<file path="src/rtl/muldiv_ctrl.sv">
// muldiv_ctrl: HI/LO register file with a fixed-latency multiplier and a
// radix-2 restoring divider (32 iterations plus one sign-fixup cycle).
module muldiv_ctrl #(
    parameter int MUL_LAT = 3
) (
    input  logic        clk,
    input  logic        reset,
    input  logic        start,
    input  logic [1:0]  op,
    input  logic [31:0] a,
    input  logic [31:0] b,
    input  logic        wr_hi,
    input  logic        wr_lo,
    input  logic [31:0] wdata,
    input  logic        rd_req,
    output logic [31:0] hi,
    output logic [31:0] lo,
    output logic        busy,
    output logic        stall,
    output logic        done
);

    typedef enum logic [1:0] {IDLE, MUL, DIV, SIGN} state_t;

    state_t      state, state_nxt;
    logic [4:0]  cnt;
    logic        sgn_q;        // op is a signed variant (MULT / DIV)
    logic [31:0] a_q, b_q;     // raw operands, kept for product and sign fixup
    logic [31:0] dvs;          // divisor magnitude
    logic [31:0] quo;          // dividend shifts out the top, quotient shifts in
    logic [31:0] rem;

    logic        sgn_in;
    logic [31:0] a_mag, b_mag;
    logic [63:0] ma, mb, prod;
    logic [32:0] rem_sh;
    logic [31:0] diff;
    logic        ge;
    logic        neg_q, neg_r;
    logic [31:0] lo_fix, hi_fix;

    // State register
    always_ff @(posedge clk) begin
        if (reset) state <= IDLE;
        else       state <= state_nxt;
    end

    // Next-state logic
    always_comb begin
        state_nxt = state;
        case (state)
            IDLE: if (start) state_nxt = op[1] ? DIV : MUL;
            MUL:  if (cnt == 5'd0) state_nxt = IDLE;
            DIV:  if (cnt == 5'd0) state_nxt = SIGN;
            SIGN: state_nxt = IDLE;
            default: state_nxt = IDLE;
        endcase
    end

    assign busy  = (state != IDLE);
    assign stall = busy & (start | rd_req | wr_hi | wr_lo);

    // Operand conditioning, product, divider step and final sign fixup
    always_comb begin
        sgn_in = ~op[0];
        a_mag  = (sgn_in & a[31]) ? (32'd0 - a) : a;
        b_mag  = (sgn_in & b[31]) ? (32'd0 - b) : b;

        // Sign-extend to 64 bits; the low 64 bits of the product are exact
        // for both signed and unsigned interpretations.
        ma   = {{32{sgn_q & a_q[31]}}, a_q};
        mb   = {{32{sgn_q & b_q[31]}}, b_q};
        prod = ma * mb;

        rem_sh = {rem, quo[31]};
        ge     = (rem_sh >= {1'b0, dvs});
        diff   = rem_sh[31:0] - dvs;

        neg_q = sgn_q & (a_q[31] ^ b_q[31]);
        neg_r = sgn_q & a_q[31];
        if (b_q == 32'd0) begin
            // Divide by zero: all-ones quotient, dividend passed through.
            lo_fix = 32'hFFFF_FFFF;
            hi_fix = a_q;
        end else begin
            lo_fix = neg_q ? (32'd0 - quo) : quo;
            hi_fix = neg_r ? (32'd0 - rem) : rem;
        end
    end

    // Datapath: operand capture, iteration, HI/LO update and done pulse
    always_ff @(posedge clk) begin
        if (reset) begin
            hi    <= 32'd0;
            lo    <= 32'd0;
            done  <= 1'b0;
            cnt   <= 5'd0;
            sgn_q <= 1'b0;
            a_q   <= 32'd0;
            b_q   <= 32'd0;
            dvs   <= 32'd0;
            quo   <= 32'd0;
            rem   <= 32'd0;
        end else begin
            done <= 1'b0;
            case (state)
                IDLE: begin
                    if (start) begin
                        sgn_q <= sgn_in;
                        a_q   <= a;
                        b_q   <= b;
                        dvs   <= b_mag;
                        quo   <= a_mag;
                        rem   <= 32'd0;
                        cnt   <= op[1] ? 5'd31 : 5'(MUL_LAT - 1);
                    end else begin
                        if (wr_hi) hi <= wdata;
                        if (wr_lo) lo <= wdata;
                    end
                end
                MUL: begin
                    if (cnt == 5'd0) begin
                        hi   <= prod[63:32];
                        lo   <= prod[31:0];
                        done <= 1'b1;
                    end else begin
                        cnt <= cnt - 5'd1;
                    end
                end
                DIV: begin
                    rem <= ge ? diff : rem_sh[31:0];
                    quo <= {quo[30:0], ge};
                    if (cnt != 5'd0) cnt <= cnt - 5'd1;
                end
                SIGN: begin
                    hi   <= hi_fix;
                    lo   <= lo_fix;
                    done <= 1'b1;
                end
                default: ;
            endcase
        end
    end

endmodule

</file>
<file path="config.mk">
export PLATFORM = sky130hd
export DESIGN_NAME = muldiv_ctrl
export DESIGN_NICKNAME = d
export VERILOG_FILES = /design/src/rtl/muldiv_ctrl.sv
export SDC_FILE = /design/constraint.sdc
export NUM_CORES = 2
export LEC_CHECK = 0
export ABC_AREA = 1
export BUFFER_PORTS_ARGS = -buffer_cell sky130_fd_sc_hd__buf_2
export CAP_MARGIN = 20
export CORE_MARGIN = 4
export CORE_UTILIZATION = 29
export CTS_CLUSTER_SIZE = 20
export DETAILED_ROUTE_END_ITERATION = 7
export PLACE_DENSITY_LB_ADDON = 0.25
export SYNTH_ARGS = -nofsm -noshare
export SYNTH_HDL_FRONTEND = slang
export SYNTH_SLANG_ARGS = --single-unit
</file>
<file path="constraint.sdc">
create_clock -name clk -period 11.7 [get_ports clk]
set_clock_uncertainty 0.05 [all_clocks]
set_input_delay 1.17 -clock clk [delete_from_list [all_inputs] [get_ports clk]]
set_output_delay 1.17 -clock clk [all_outputs]
set_load 0.01 [all_outputs]
</file>
==> results.py <==
metrics = {
    "outcome": {
        "outcome": "finished clean",
    },
    "setup_path": {
        "crit_path_top_delay_cell": "fa_1",
        "crit_family": "adder cells",
        "timing.critical_path.mode_cell": "fa_1",
        "worstSetupEndpointType": "register",
        "critical-path-max-stage-delay_ns": 0.63,
        "worstPathRequired_ns": 12.16,
        "startpoint_type": "register",
        "cp_max_fo": 38,
        "crit_type": "register to register",
        "critPathBufInv": 8,
        "arrival_ns": 9.14,
    },
    "sta": {
        "setup_viol_count_final": 0,
        "finalCriticalPeriod_ns": 8.68,
        "finalWorstSetupSlack_ns": 3.02,
        "final-hold-violation-count": 0,
        "timing.fmax_mhz": 115,
        "fin_crit_sh": 0.742,
        "rsz0062_at_grt": "false",
        "setup_tns_ns": 0,
        "slew_viol_final": 0,
        "relSlewSlack": 0.222,
        "worstMarginPinSlew_ns": 1.17,
    },
    "clocking": {
        "post_cts_buffers": 0,
        "clock-root-buffer": "clkbuf_16",
        "cts_sinks": 232,
        "cts_buffers": 34,
        "cts_hold_buf": 0,
        "cts_resized": 0,
        "tritoncts": "yes",
        "path_clk_slew_ns": 0.06,
        "clockBufferDepth": 3,
        "cts_htree_levels": 2,
        "clkLatencyLatePin_ns": 0.62,
    },
    "synthesis": {
        "syn-cell-area_um2": 55700,
        "ys.flop_type": "dfxtp_1",
        "synthesis.area_per_instance_um2": 7.31,
        "synth.most_common_cell": "inv_1",
        "async_flop_share": 0,
        "muxShareOfSynthArea": 0,
        "synth_cell_types": 58,
        "synthXorXnorAreaFrac": 0.00927,
        "synth_compound_area_frac": 0.0855,
        "synthesis.nets": 9112,
        "synthCells": 7627,
        "yosys_warnings": 0,
        "synth_area_leaders": "fa_1 40%, inv_1 13%, nand2_1 13%, dfxtp_1 8.3%, ha_1 5.7%",
        "synth-simple-area-share": 0.203,
        "synth_top_area_cell": "fa_1",
        "yosysSeqAreaShare": 0.0834,
        "ys_ff_latch": 232,
        "synth_top_area_frac": 0.405,
        "synth_top_family_by_area": "adder cells",
        "synth_edf_count": 0,
        "synth_fa_ha_area_frac": 0.462,
        "synth_common_cells": "1909 x inv_1, 1864 x nand2_1, 1126 x fa_1",
    },
    "floorplan": {
        "die-area_um2": 199000,
        "row_count": 160,
        "io_pins": 171,
        "core_area_um2": 191000,
        "dieHeight_um": 446,
        "initial_utilization": 0.292,
        "die_x_um": 446,
    },
    "place": {
        "placedInstanceArea_um2": 58900,
        "dp_cells": 10012,
        "routabilityCongestion": 0.952,
        "dp_hpwl_um": 175000,
        "io_buffers": 170,
        "pre_cts_slack_ns": 3.10,
    },
    "global_route": {
        "grt_use_total": 0.213,
        "grt_max_degree": 88,
        "grt_antenna_before_repair": 18,
        "grt_overflow": 0,
        "grt_pass1_wl_um": 322000,
        "grt_pass1_vias": 50215,
    },
    "worst_hold_path": {
        "hold_path_class": "register to register",
    },
    "finish": {
        "postLayoutCellArea_um2": 60200,
        "final_net_count": 9023,
        "fin_cells": 10080,
        "drive_gt1_frac": 0.0508,
        "syn_to_final_growth_pct": 8.02,
    },
    "route": {
        "ant_nets": 0,
        "wl_per_cell_um": 21.0,
        "routed_wirelength_um": 212000,
        "num_vias": 49079,
        "drc": 0,
        "firstDrtPassIters": 6,
        "first_iter_violations": 4131,
        "vias_per_cell": 4.87,
    },
    "flow_run": {
        "drv_cap": 0,
    },
}
cells in the final DEF, fill, tap and decap left out, types with 10 or more instances in the layout:
cell,instances
a21oi_1,405
inv_1,1909
o211ai_1,15
o21ai_0,297
nor3_1,40
buf_4,95
buf_2,169
clkbuf_16,34
o21bai_1,20
a31oi_1,25
nand3b_1,24
nand2_1,1862
o21a_1,24
fa_1,1126
a211oi_1,13
ha_1,254
nand3_1,312
nor4_1,17
a221oi_1,10
nor2_1,413
xor2_1,34
nand4_1,45
dfxtp_1,230
o21ai_1,18
xnor2_1,25
or2_2,14
worst paths after layout:
check,slack (ns),end,cells past startpoint,start
hold reg to reg,0.42,a_q[13]$_SDFFE_PP0P_,2,a_q[13]$_SDFFE_PP0P_
setup / recovery,3.02,hi[25]$_SDFFE_PP0P_,28,sgn_q$_SDFFE_PP0P_
setup reg to reg,3.02,hi[25]$_SDFFE_PP0P_,28,sgn_q$_SDFFE_PP0P_
hold / removal,0.42,a_q[13]$_SDFFE_PP0P_,2,a_q[13]$_SDFFE_PP0P_
layout make-up:
| class | instances | area, um2 |
|---|---|---|
| fillers | 20667 | 130000 |
| diodes | 6 | 15.0 |
| repair buffers | 266 | 1610 |
| clock buffers | 46 | 946 |
| inverters | 1919 | 7210 |
| flip-flops and latches | 232 | 4650 |
| well taps | 2511 | 3140 |
| clock inverters | 15 | 255 |
| multi-input cells | 5085 | 42400 |
layer usage:
layer  vias up  share of wire  routed length (um)  GRT usage
met5         -       0.000047                  10          0
met4         2          0.034                7280     0.0589
met3       301          0.058               12200     0.0235
met2      1622           0.47               99300      0.357
met1     24853           0.44               92800      0.292
li1      22301              -                   -          -
state kept, by name, summed over array words and instances (netlist names):
name and cells:
a_q 32, b_q 32, cnt 5, done 1
dvs 31, hi 32, lo 32, quo 32
rem 32, sgn_q 1, state 2
kinds of logic (layout without fill, tap and decap cells):
kind of cell,after synthesis,count (layout)
AOI/OAI and AO/OA,874,874
xor gates and xnor gates,59,59
adders and majority gates,1381,1381
buffers and inverters,2310,2246
DFF,232,232
other,0,6
and+or+nand+nor,2771,2771
worst reg2reg max path, delay by kind of cell (launching register included):
family	cells	cell delay [ns]
AOI/OAI and AO/OA	5	1.57
DFF	1	0.39
and+or+nand+nor	6	0.68
adders and majority gates	9	4.51
buffers and inverters	8	1.37
metrics by stage:
stage / util / hold slack (ns)
6_report: 0.316 / 0.423
5_1_grt: 0.316 / 0.455
4_1_cts: 0.316 / 0.427
3_5_place_dp: 0.309 / 0.417
3_3_place_gp: 0.309 / 0.406
2_1_floorplan: - / 0.414
Power is not shown: default switching activity piles up to over one toggle a cycle in this logic, so the estimate is an artifact.
